==> src/rtl/sar_avg_fifo_pkg.sv <==
// sar_avg_fifo_pkg: averaging FSM encoding and default sizes shared with the converter
package sar_avg_fifo_pkg;
  typedef enum logic {IDLE, ACCUM} avg_state_t;
  localparam int DEF_N = 10;
  localparam int DEF_DEPTH = 4;
endpackage

==> src/rtl/sar_avg_fifo_sync_fifo.sv <==
// sync_fifo: single-clock FIFO; a push into a full FIFO only lands when a pop frees the slot on the same edge
module sync_fifo #(
  parameter int WIDTH = 10,
  parameter int DEPTH = 4
) (
  input  logic                     clk,
  input  logic                     reset,
  input  logic                     push,
  input  logic                     pop,
  input  logic [WIDTH-1:0]         din,
  output logic [WIDTH-1:0]         dout,
  output logic                     full,
  output logic                     empty,
  output logic [$clog2(DEPTH):0]   level
);
  localparam int AW = $clog2(DEPTH);
  logic [WIDTH-1:0] mem [DEPTH];
  logic [AW-1:0] rd, wr;
  logic do_pop, do_push;
  always_comb begin
    empty = level == '0;
    full = level == (AW+1)'(DEPTH);
    do_pop = pop && !empty;
    do_push = push && (!full || do_pop);
    dout = empty ? '0 : mem[rd];
  end
  always_ff @(posedge clk) begin
    if (reset) begin
      rd <= '0;
      wr <= '0;
      level <= '0;
    end else begin
      if (do_push) begin
        mem[wr] <= din;
        wr <= wr + 1'b1;
      end
      if (do_pop) rd <= rd + 1'b1;
      level <= (do_push && !do_pop) ? level + 1'b1 : (do_pop && !do_push) ? level - 1'b1 : level;
    end
  end
endmodule

==> src/rtl/sar_avg_fifo.sv <==
// sar_avg_fifo: averages 2^LOG2_AVG converter samples per window and queues results with alarm and overrun flags
module sar_avg_fifo
  import sar_avg_fifo_pkg::*;
#(
  parameter int N = DEF_N,
  parameter int LOG2_AVG = 2,
  parameter int DEPTH = DEF_DEPTH
) (
  input  logic                    clk,
  input  logic                    reset,
  input  logic                    enable,
  input  logic                    clear,
  input  logic                    eoc,
  input  logic [N-1:0]            din,
  input  logic [N-1:0]            thresh,
  output logic [N-1:0]            avg_data,
  output logic                    avg_valid,
  input  logic                    avg_ready,
  output logic                    alarm,
  output logic                    overrun,
  output logic [$clog2(DEPTH):0]  level
);
  localparam int AW = N + LOG2_AVG;
  localparam int CW = LOG2_AVG + 1;
  avg_state_t state;
  logic [AW-1:0] acc, sum;
  logic [CW-1:0] cnt;
  logic [N-1:0] avg;
  logic take, last, push, full, empty;
  always_comb begin
    take = eoc && enable && !clear;
    last = cnt == CW'((1 << LOG2_AVG) - 1);
    sum = acc + AW'(din);
    avg = N'(sum >> LOG2_AVG);
    push = take && last;
    avg_valid = !empty;
  end
  always_ff @(posedge clk) begin
    if (reset) begin
      state <= IDLE;
      acc <= '0;
      cnt <= '0;
      alarm <= 1'b0;
      overrun <= 1'b0;
    end else begin
      alarm <= push && (avg > thresh);
      if (clear) begin
        state <= IDLE;
        acc <= '0;
        cnt <= '0;
        overrun <= 1'b0;
      end else if (take) begin
        state <= last ? IDLE : ACCUM;
        acc <= last ? '0 : sum;
        cnt <= last ? '0 : cnt + 1'b1;
        overrun <= overrun || (last && full && !(avg_valid && avg_ready));
      end
    end
  end
  sync_fifo #(.WIDTH(N), .DEPTH(DEPTH)) u_fifo (
    .clk(clk),
    .reset(reset),
    .push(push),
    .pop(avg_ready),
    .din(avg),
    .dout(avg_data),
    .full(full),
    .empty(empty),
    .level(level)
  );
endmodule

==> config.mk <==
export PLATFORM = sky130hd
export DESIGN_NAME = sar_avg_fifo
export DESIGN_NICKNAME = d
export VERILOG_FILES = /design/src/rtl/sar_avg_fifo_pkg.sv /design/src/rtl/sar_avg_fifo_sync_fifo.sv /design/src/rtl/sar_avg_fifo.sv
export SDC_FILE = /design/constraint.sdc
export NUM_CORES = 1
export LEC_CHECK = 0
export CAP_MARGIN = 20
export CORE_ASPECT_RATIO = 1.25
export CORE_MARGIN = 5
export CORE_UTILIZATION = 40
export DETAILED_ROUTE_END_ITERATION = 7
export HOLD_SLACK_MARGIN = 0.05
export SLEW_MARGIN = 15
export SYNTH_ARGS = -nofsm -noshare
export SYNTH_HDL_FRONTEND = slang
export SYNTH_SLANG_ARGS = --single-unit
==> constraint.sdc <==
create_clock -name clk -period 5.8 [get_ports clk]
set_input_delay 1.16 -clock clk [delete_from_list [all_inputs] [get_ports clk]]
set_output_delay 1.16 -clock clk [all_outputs]
set_load 0.02 [all_outputs]
==> results.txt <==
Clock Power Share: 34.5%
Sw power: 0.0003279 W
Core Area: 0.008287 sq mm
Sw Ratio: 26.62%
Vias: 2324
Combinational share of power: 22.4%
Critical Path Source Type: input pin
Clock Latency Late Sink: 350 ps
WL met2: 3429 um
Global Route Usage Sum: 14.04%
Relative slew slack: 54.95%
Critical Path Sink Type: flop
Final nets: 393
Setup TNS: 0 ps
Post-Syn Area: 0.003411 sq mm
Period utilisation layout: 69.44%
Area of the die: 0.01048 sq mm
Cell taking the most area after synthesis: edfxtp_1
Die width: 92.59 um
Min-delay worst type: flop to flop
Filler instances: 756
CP arrival: 4270 ps
Final ANT Viol Nets: 0
Min cycle time layout: 4027 ps
Worst slew pin tran: 674.8 ps
# diodes: 0
HPWL after DPL: 5278 um
Final hold slack: 457.3 ps
Crit Path Class: input pin to flop
Antenna violations before repair: 0
Sequential share of power: 43.1%
Worst EP required: 6050 ps
Initial Utilization: 41.16%
Clock sink total: 66
DRT Pass-1 Iters: 4
Final hold vios: 0
Int Pwr: 0.0009040 W
Leading cell type in the layout, fill and taps excluded: clkdlybuf4s50_1
Min-Delay Path Depth: 2
Outcome: finished, final reports clean
Async set or reset register ratio after synthesis: 0%
IO Count: 42
Max_cap viols: 0
CTS Buf Count: 9
RSZ-0062 raised after global routing: false
First-pass GRT wire length: 11330 um
DR top layer: met4
Cells after Synth: 299
WL final: 6853 um
CTS H-Tree Depth: 3
Port Buffers: 41
Root Driver: clkbuf_8
Seq/Total Area, Yosys: 50.48%
# setup viols final: 0
Rows: 37
Power Density: 300.2 mW/mm^2
CTS Buffer Depth: 2
Layout cell share with drive strength beyond 1: 9.012%
CP Max Fanout: 6
DR WL met3: 263 um
Area contributors post-synth: edfxtp_1, dfxtp_1, ha_1
Achievable Freq: 248.3 MHz
Yosys reg bits: 66
Clock Skew: 9.516 ps
LEAKAGE: 1.541 nW
CTS tree: yes
Chip height: 113.2 um
Final slew viol count: 0
EDFF count, synth: 40
Yosys top cell area share: 35.22%
Largest net degree at the start of global routing: 14
Ys Warns: 0
Syn Nets: 353
CTS clk-pin slew, worst paths: 70 ps
Top FF cell, synth: edfxtp_1
Drt wl/cell: 15.54 um
Commonest cells after routing, fill and taps aside: clkdlybuf4s50_1, edfxtp_1, ha_1, dfxtp_1, nor2_1
Hold buffer count at cts: 0
Via-to-Cell Ratio: 5.270
GR Overflow Total: 0
DRC viols: 0
Post-cts sizing count: 0
Syn_area_per_cell: 11.41 sq um
Setup Buffers After CTS: 0
Post-synthesis cell type count: 47
Met1 Routed Length: 3011 um
Placer's final routability congestion estimate: 0.8283
Area grow syn2layout: 20.32%
Peak supply drop: 141.7 uV
Detailed Route Iter0 Violations: 112
R2R cell count: 13
Vias in the first global route: 2324
-- cell usage after synthesis (2+ instances only) --
cell	n
ha_1	26
clkbuf_1	7
a21oi_1	17
a211o_1	2
o21ai_0	11
a22o_1	2
fa_1	2
xor2_1	7
buf_2	2
nor3_1	4
inv_1	22
a31oi_1	4
a22oi_1	2
edfxtp_1	40
mux2i_1	2
nand4_1	5
nand3_1	9
or2_2	2
and2_1	14
xnor2_1	6
or3_1	5
a32oi_1	2
a21o_1	6
nand2_1	17
nor2_1	24
dfxtp_1	26
mux4_2	10
and2b_1	2
a211oi_1	3
-- final timing paths --
check / start / to / slack (ps)
worst max register to register: acc[0] / alarm / 2730
worst max-delay path: din[0] / alarm / 1770
worst min register to register: cnt[2] / cnt[2] / 460
worst min-delay path: cnt[2] / cnt[2] / 460
-- flip-flops by register name, indices dropped and copies added (netlist names), named ones only --
register	count
acc	12
alarm	1
cnt	3
overrun	1
u_fifo.level	3
u_fifo.mem	40
u_fifo.rd	2
u_fifo.wr	2
-- power groups by stage --
stage          registers [W]  logic (W)  clock network (W)
6_report            0.000531   0.000276           0.000425
2_1_floorplan       0.000535   0.000173                  0
5_1_grt             0.000535   0.000303           0.000462
4_1_cts             0.000532   0.000282           0.000436
3_5_place_dp        0.000543   0.000281                  0
3_3_place_gp        0.000543   0.000279                  0
-- cells by family after synthesis --
| group | after synthesis | synth area share (%) |
|---|---|---|
| mux | 12 | 7.190 |
| fa+ha+maj | 28 | 10.71 |
| flops | 66 | 50.48 |
| xor+xnor | 13 | 3.338 |
| simple gates | 90 | 13.54 |
| buf+inv | 34 | 4.145 |
| compound gates | 56 | 10.60 |
-- per-layer routing --
layer | up-vias | global-route usage, %
met5 | - | 0
met4 | 0 | 7.235
met3 | 11 | 2.793
met2 | 46 | 23.91
met1 | 1100 | 16.70
li1 | 1167 | -
-- worst max-delay path, stage by stage --
cell,delay [ps]
clkdlybuf4s50_1,470
ha_1,170
inv_1,60
fa_1,400
and2b_1,260
o2111ai_1,140
a32oi_1,270
xor2_1,440
ha_1,330
nand4_1,100
nor2_1,70
a21oi_1,130
o211ai_1,100
and3_1,180
-- layout make-up --
type | count | area, sq um | area share, %
flip-flops and latches | 66 | 1722 | 41.95
multi-input cells | 199 | 1548 | 37.71
repair buffers | 41 | 410.4 | 10.00
clock buffers | 11 | 141.4 | 3.445
well taps | 97 | 121.4 | 2.957
inverters | 22 | 82.58 | 2.012
clock inverters | 5 | 78.83 | 1.921
-- metrics by stage --
| stage | setup WS, ps | power [W] | util [%] | cell area, sq um | instances |
|---|---|---|---|---|---|
| final | 1773 | 0.001232 | 49.52 | 4104 | 441 |
| after CTS | 1846 | 0.001250 | 49.52 | 4104 | 441 |
| after global placement | 1517 | 0.0008216 | 46.87 | 3884 | 425 |
| after floorplan | 2223 | 0.0007073 | - | 3411 | 299 |
| after global routing | 1600 | 0.001301 | 49.52 | 4104 | 441 |
| after detailed placement | 1477 | 0.0008239 | 46.87 | 3884 | 425 |
(Power assumes the default switching activity.)
